--- src/rtl/mult_div_seq.sv ---
// mult_div_seq: sequencer for MULT/DIV; Booth radix-2 multiply or restoring divide, one step per clock, into HI/LO.
// Define MULT_DIV_UNSIGNED_EN to add op_unsigned for MULTU/DIVU.
module mult_div_seq #(
    parameter int W = 32,
    parameter int CNT_W = 6
) (
    input  logic         clock,
    input  logic         reset,
    input  logic         start_mult,
    input  logic         start_div,
`ifdef MULT_DIV_UNSIGNED_EN
    input  logic         op_unsigned,
`endif
    input  logic [W-1:0] op_a,
    input  logic [W-1:0] op_b,
    output logic         busy,
    output logic         done,
    output logic         div_zero,
    output logic [W-1:0] hi_out,
    output logic [W-1:0] lo_out
);
    localparam logic [1:0] IDLE = 2'd0, RUN_M = 2'd1, RUN_D = 2'd2, FIN = 2'd3;
    logic [1:0] state;
    logic [CNT_W-1:0] count;
    logic [2*W+1:0] prod;
    logic [W:0] mcand, boothSum, remShift;
    logic [W-1:0] rem, quo, dvsr, trialDiff, absA, absB;
    logic unsignedOp, fixMsb, negQuo, negRem, opDiv, divByZero, trialFits, lastStep;
`ifdef MULT_DIV_UNSIGNED_EN
    assign unsignedOp = op_unsigned;
`else
    assign unsignedOp = 1'b0;
`endif
    assign busy = state == RUN_M || state == RUN_D;
    assign lastStep = count == CNT_W'(W - 1);
    // Accumulator upper half carries one guard bit so a zero-extended multiplicand never overflows.
    always_comb begin
        absA = !unsignedOp && op_a[W-1] ? -op_a : op_a;
        absB = !unsignedOp && op_b[W-1] ? -op_b : op_b;
        boothSum = prod[1:0] == 2'b01 ? prod[2*W+1:W+1] + mcand :
                   prod[1:0] == 2'b10 ? prod[2*W+1:W+1] - mcand : prod[2*W+1:W+1];
        remShift = {rem, quo[W-1]};
        trialFits = remShift >= {1'b0, dvsr};
        trialDiff = remShift[W-1:0] - dvsr;
    end
    always_ff @(posedge clock or posedge reset) begin
        if (reset) begin
            state <= IDLE;
            count <= '0;
            prod <= '0;
            mcand <= '0;
            rem <= '0;
            quo <= '0;
            dvsr <= '0;
            fixMsb <= 1'b0;
            negQuo <= 1'b0;
            negRem <= 1'b0;
            opDiv <= 1'b0;
            divByZero <= 1'b0;
            done <= 1'b0;
            div_zero <= 1'b0;
            hi_out <= '0;
            lo_out <= '0;
        end else begin
            done <= 1'b0;
            div_zero <= 1'b0;
            if (state == IDLE) begin
                count <= '0;
                if (start_mult) begin
                    state <= RUN_M;
                    prod <= {{(W+1){1'b0}}, op_b, 1'b0};
                    mcand <= unsignedOp ? {1'b0, op_a} : {op_a[W-1], op_a};
                    fixMsb <= unsignedOp && op_b[W-1];
                    opDiv <= 1'b0;
                    divByZero <= 1'b0;
                end else if (start_div) begin
                    state <= op_b == '0 ? FIN : RUN_D;
                    rem <= '0;
                    quo <= absA;
                    dvsr <= absB;
                    negQuo <= !unsignedOp && (op_a[W-1] ^ op_b[W-1]);
                    negRem <= !unsignedOp && op_a[W-1];
                    opDiv <= 1'b1;
                    divByZero <= op_b == '0;
                end
            end else if (state == RUN_M || state == RUN_D) begin
                count <= count + 1'b1;
                state <= lastStep ? FIN : state;
                if (state == RUN_M)
                    prod <= {boothSum[W], boothSum, prod[W:1]};
                else begin
                    rem <= trialFits ? trialDiff : remShift[W-1:0];
                    quo <= {quo[W-2:0], trialFits};
                end
            end else begin
                state <= IDLE;
                done <= 1'b1;
                div_zero <= divByZero;
                // Unsigned multiply: Booth saw op_b as signed, so add back op_a * 2^W when its MSB was set.
                if (!divByZero) begin
                    hi_out <= opDiv ? (negRem ? -rem : rem) : prod[2*W:W+1] + (fixMsb ? mcand[W-1:0] : '0);
                    lo_out <= opDiv ? (negQuo ? -quo : quo) : prod[W:1];
                end
            end
        end
    end
endmodule

--- config.mk ---
export PLATFORM = sky130hd
export DESIGN_NAME = mult_div_seq
export DESIGN_NICKNAME = d
export VERILOG_FILES = /design/src/rtl/mult_div_seq.sv
export SDC_FILE = /design/constraint.sdc
export NUM_CORES = 1
export LEC_CHECK = 0
export CORE_MARGIN = 1
export CORE_UTILIZATION = 45
export CTS_BUF_LIST = sky130_fd_sc_hd__clkbuf_8 sky130_fd_sc_hd__clkbuf_16
export DETAILED_ROUTE_END_ITERATION = 10
export GPL_ROUTABILITY_DRIVEN = 0
export PLACE_DENSITY = 0.66
export SYNTH_ARGS = -nofsm -noshare
export SYNTH_HDL_FRONTEND = slang
export SYNTH_SLANG_ARGS = --single-unit
--- constraint.sdc ---
create_clock -name clock -period 9.18 [get_ports clock]
set_input_delay 1.836 -clock clock [delete_from_list [all_inputs] [get_ports clock]]
set_output_delay 1.836 -clock clock [all_outputs]
set_load 0.05 [all_outputs]
Yosys cells after proc, flatten, opt, wreduce, memory -nomap -nowiden
Cells that the tools add are included. W data, S select, Z words.

Eq/ne operators: 11. Bitwise operators: 5. Reduce and logical (&&, ||, !) cells: 13. $lt $le $gt $ge: 1. Add/sub/neg operators: 8. Muxes and demuxes: 39.

Operator list (count): $mux W32 (17); $mux W66 (4); $neg A32 Y32 (4); $mux W33 (2); $add A33 B33 Y33 (1); $ge A33 B32 Y1 (1); $sub A33 B33 Y33 (1); $logic_not A32 Y1 (1); $sub A32 B32 Y32 (1); $mux W6 (2); $mux W2 (5); $mux W1 (9); $reduce_and A3 Y1 (3); $add A6 B1 Y6 const B (1); $eq A6 B5 Y1 const B (1); $ne A2 B2 Y1 const B (3); $reduce_and A2 Y1 (3); $reduce_bool A2 Y1 (3); $eq A2 B1 Y1 const B (2); $eq A2 B2 Y1 const B (2); $not A1 Y1 (4); $reduce_and A4 Y1 (1); $ne A3 B1 Y1 const B (1); $ne A3 B3 Y1 const B (1); 4 further kinds (4).

Bits of input ports: 68. Bits in registers: 272. Output and inout bits: 67. Logic and storage cells: 92.

Longest topological paths before layout
Depth after elaboration: 6. Gate-level depth with buffers: 15. Gate-level depth less buffers: 14.

Worst setup path after synthesis
Ideal clock, no wire load.

Path type: input port to flip-flop. Start point: in op_b[8]. End point: reg dvsr[27]. Data required time: 9.051 ns. Setup time: 0.129 ns. Cell stages on the path: 9. Buffers on the path: 0. Path slack: 4.669 ns. Data arrival time: 4.382 ns. Cells stage by stage: or4_1 -> or3_1 -> or3_1 -> or3_1 -> or3_1 -> nand2b_4 -> o31ai_1 -> xor2_1 -> o21ai_1.

Word-level cells in the longest chain between the ends: 2.

Ends and longest elaborated chain: from (decl) (RTL line 15) `input logic [W-1:0] op_b,`; $neg A32 Y32 (RTL line 39) `absB = !unsignedOp && op_b[W-1] ? -op_b : op_b;`; $mux W32 (RTL line 39); to (signal assigned) (RTL line 80) `dvsr <= absB;`; to (decl) (RTL line 27) `logic [W-1:0] rem, quo, dvsr, trialDiff, absA, absB;`.

No other way between the ends. A chain may end at the register's enable or synchronous reset.

Worst setup path after layout
Start point: in op_b[8]. End point: reg divByZero.

Word-level cells in the longest chain between the ends: 3.

Ends and longest elaborated chain: $logic_not A32 Y1 (RTL line 84) `divByZero <= op_b == '0;`; $mux W1 (RTL line 76) `end else if (start_div) begin`; $mux W1 (RTL line 69) `if (start_mult) begin`; to (signal assigned) (RTL line 59) `divByZero <= 1'b0;`; to (signal assigned) (RTL line 75) `divByZero <= 1'b0;`; to (signal assigned) (RTL line 84); to (decl) (RTL line 28) `logic unsignedOp, fixMsb, negQuo, negRem, opDiv, divByZero, trialFits, lastStep;`.

No other way between the ends. The select of a mux whose other input is x is not followed.

==> results.md <==
Status:
- The flow ran to the end, and the final reports show no timing, DRC or antenna violations.

Worst hold path:
- The worst hold path begins at hi_out[28]$_DFFE_PP0P_.
- The worst hold endpoint is hi_out[28]$_DFFE_PP0P_.
- The worst hold-check path type is reg -> reg.
- Along the worst hold path, the cell count comes to 2.

Worst setup path:
- The endpoint kind of the worst setup timing path is a register.
- The startpoint of the lowest-slack register-to-register path is rem[0]$_DFFE_PP0P_.
- The worst endpoint required time is 9.69 ns.
- The maximum fanout along the worst path is 6.
- The startpoint kind of the worst setup timing path is a primary input.
- The arrival time at the worst endpoint is approximately 5.4 ns.
- The type of the setup path with the least slack is in -> reg.
- In this run the critical register-to-register path is captured at quo[0]$_DFFE_PP0P_.
- Across all register-to-register paths, the minimum setup slack is about 5.1 ns.
- Measured in cells, the most critical reg-to-reg path has a length of 11.

Route:
- The routed design has 60700 µm of wire.
- The count of nets left with antenna violations once routing finished came out at 0.
- The average via count per standard cell is 5.92.
- In the final routed layout, each cell accounts on average for around 20 µm.
- The number of design-rule violations left by the first detailed-router iteration is 1390.
- The detailed router placed 17991 vias in this run.
- The first-pass detailed-route iteration total is 7.
- The residual DRC count is 0.

Timing:
- The top achievable clock speed is between 200 and 250 MHz.
- The final count of pins violating max slew is 0.
- Setup repair after global routing left no endpoint under its margin.
- The number of endpoints with negative hold slack in the final report is 0.
- After routing, the total negative slack on setup checks comes to 0 ns.
- The worst path uses 53.5% of the clock period.
- The clock tree skew after final layout is 0.0247 ns.
- The relative slew slack is 21.4%.
- The minimum clock period is roughly 4.9 ns.
- Setup violations remaining at the end of the flow were counted as 0.
- The worst-case hold slack is about 0.48 ns.
- The worst-margin pin slew is 1.17 ns.

Yosys:
- Synthesis produced a netlist with a net count of 2575.
- Counting flops and latches in the post-synthesis netlist gives 271.
- The synthesized design spends more area on one cell type than any other, namely sky130_fd_sc_hd__dfrtp_1.
- The top flip-flop cell by instance count after synthesis is sky130_fd_sc_hd__dfrtp_1.
- By instance count, the leading cell after synthesis is sky130_fd_sc_hd__nand2_1.
- The post-synthesis instance area is approximately 20000 µm².
- Sorting the synthesized cells by area gives the leading types as sky130_fd_sc_hd__dfrtp_1 35%, sky130_fd_sc_hd__o21ai_0 9.4%, sky130_fd_sc_hd__nand2_1 7.3%, sky130_fd_sc_hd__ha_1 6.7%, sky130_fd_sc_hd__xor2_1 5.4%.
- The Yosys step of the flow raised 0 warnings.
- The count of distinct cell types in the synthesized netlist is 80.
- The commonest cells after synthesis are 380 x sky130_fd_sc_hd__nand2_1, 366 x sky130_fd_sc_hd__o21ai_0, 271 x sky130_fd_sc_hd__dfrtp_1.
- Counting flops with a built-in enable in the synthesized netlist gives 0.
- For this run, asynchronously set or reset flops after synthesis account for 100%.
- The area fraction of the dominant cell type after synthesis is a little over a third.
- The synthesized netlist cell count is 2400.
- The sequential cell area fraction in the yosys report is 34.7%.
- After synthesis, the mean cell area works out to slightly above 8 µm².

Clocking:
- CTS built an H-tree with a depth of 1.
- The tree is rooted in a sky130_fd_sc_hd__clkbuf_16.
- For the worst-skew pair, the clock arrives at the later sink with an insertion delay of 0.60 ns.
- The number of hold buffers added after CTS was 0.
- After clock tree synthesis, the repair step resized 0 gates.
- After clock tree synthesis, the clock-pin slew on the worst setup and hold paths is 0.06 ns.
- The number of sinks handled by clock tree synthesis is around 270.
- The maximum clock path buffer count is 3.
- The total setup buffers inserted after CTS is 0.
- TritonCTS built the clock tree.
- The number of buffers inserted during clock tree synthesis is 31.

Die:
- From bottom edge to top edge, the die measures around 210 µm.
- For this configuration, the core starts out at a cell density of between 40% and 50%.
- The standard cell core area is between 40000 and 50000 µm².
- The floorplan step defined a die boundary enclosing 44200 µm².
- From left edge to right edge, the die measures 210 µm.
- 135 I/O pins were placed.
- The floorplan has 75 rows.

Global routing:
- The number of global-route vias before repair is 16960.
- The maximum number of pins on one net before global-route repair is ~160.
- Summed over all layers, the global routing overflow is 0.
- The first-pass GRT wire length is 95500 µm.
- The all-layer global routing usage is ~27%.
- The initial antenna violation count is 0.

Placed design:
- The HPWL after detailed placement is 44900 µm.
- Buffers placed on the I/O ports in this run total 134.
- The instance area after placement is between 20000 and 25000 µm².

Layout:
- Cells with a size suffix above 1 make up 5.77% of the layout.
- The layout overhead on the synthesized area is 14.3%.
- The share of the core filled with cells in the final layout is between 50 and 60%.
- 0 antenna diodes ended up in the layout.
- The final cell area excluding filler cells is 22300 µm².
- The count of nets after finishing is 2613.

Flow run:
- The total of max-cap violations is 0.
layer usage:
| metal | track usage [%] | wire [µm] | vias to the layer above |
|---|---|---|---|
| met1 | 38.8 | 27300 | 8665 |
| met2 | 42.6 | 27000 | 661 |
| met5 | 0 | 0 | - |
| met3 | 4.11 | 4370 | 113 |
| met4 | 8.88 | 2000 | 0 |
| li1 | - | - | 8552 |
worst max-delay path, stage by stage:
cell	delay (ns)
sky130_fd_sc_hd__clkdlybuf4s50_1	0.51
sky130_fd_sc_hd__or4_1	0.59
sky130_fd_sc_hd__or3_1	0.35
sky130_fd_sc_hd__or3_1	0.37
sky130_fd_sc_hd__or3_1	0.36
sky130_fd_sc_hd__or3_1	0.40
sky130_fd_sc_hd__nand2b_1	0.22
sky130_fd_sc_hd__nor4_2	0.48
sky130_fd_sc_hd__a31oi_1	0.15
sky130_fd_sc_hd__o22ai_1	0.16
registers in the layout, indices dropped and copies added, names as in the netlist:
signal and cells:
prod 65, dvsr 32, hi_out 32, lo_out 32, mcand 32, quo 32
rem 32, count 6, state 2, divByZero 1, div_zero 1, done 1
negQuo 1, negRem 1, opDiv 1
worst max-delay path by stage:
stage                     startpoint               endpoint  cells past startpoint
after floorplan                reset   count[0]$_DFFE_PP0N_                      1
final                        op_b[8]  divByZero$_DFFE_PP0P_                     10
after global routing         op_b[8]   state[0]$_DFFE_PP0P_                     10
after CTS                    op_b[8]  divByZero$_DFFE_PP0P_                     10
after global placement       op_b[8]  divByZero$_DFFE_PP0P_                     10
after detailed placement     op_b[8]   state[0]$_DFFE_PP0P_                     10
cells by family (layout without fill, tap and decap cells):
family	Yosys count	after routing	share of synthesized area, %
DFF	271	271	34.7
xor gates and xnor gates	166	166	7.44
muxes	87	87	4.66
and+or+nand+nor	724	724	17.0
AOI/OAI and AO/OA	778	778	24.1
adders and majority gates	107	107	6.97
buffers and inverters	267	328	5.14
stage by stage:
| stage | instances | setup WS, ns |
|---|---|---|
| floorplan | 2400 | 3.76 |
| global placement | 2982 | 3.75 |
| detailed placement | 2982 | 3.70 |
| CTS | 3038 | 4.32 |
| global route | 3038 | 4.10 |
| finish | 3038 | 4.27 |
cell type report:
type                            instances  area, µm²
Fill cell                            4042      20100
Tap cell                              577        722
Sequential cell                       271       6790
Clock inverter                         17        203
Inverter                              120        454
Clock buffer                           39        886
Multi-Input combinational cell       1862      11800
Timing Repair Buffer                  152       1490
cells in the final DEF (no fill, tap or decap), drive strengths merged, types with 10 or more instances in the layout:
cell	instances
or4	13
xor2	121
dfrtp	271
mux2	31
o21a	10
ha	104
o31ai	47
mux2i	56
o311ai	12
nand2b	33
nand2	380
clkbuf	39
o21bai	14
clkdlybuf4s50	134
a211oi	12
o21ai	372
o41ai	16
o221ai	13
xnor2	45
o22ai	18
or3	30
a31oi	13
nor4	11
nor3	32
nor2	112
nand3	33
inv	126
nor2b	23
or2	13
o211ai	12
buf	18
a21oi	139
a21o	31
Power is not shown: default switching activity piles up to over one toggle a cycle in this logic, so the estimate is an artifact.
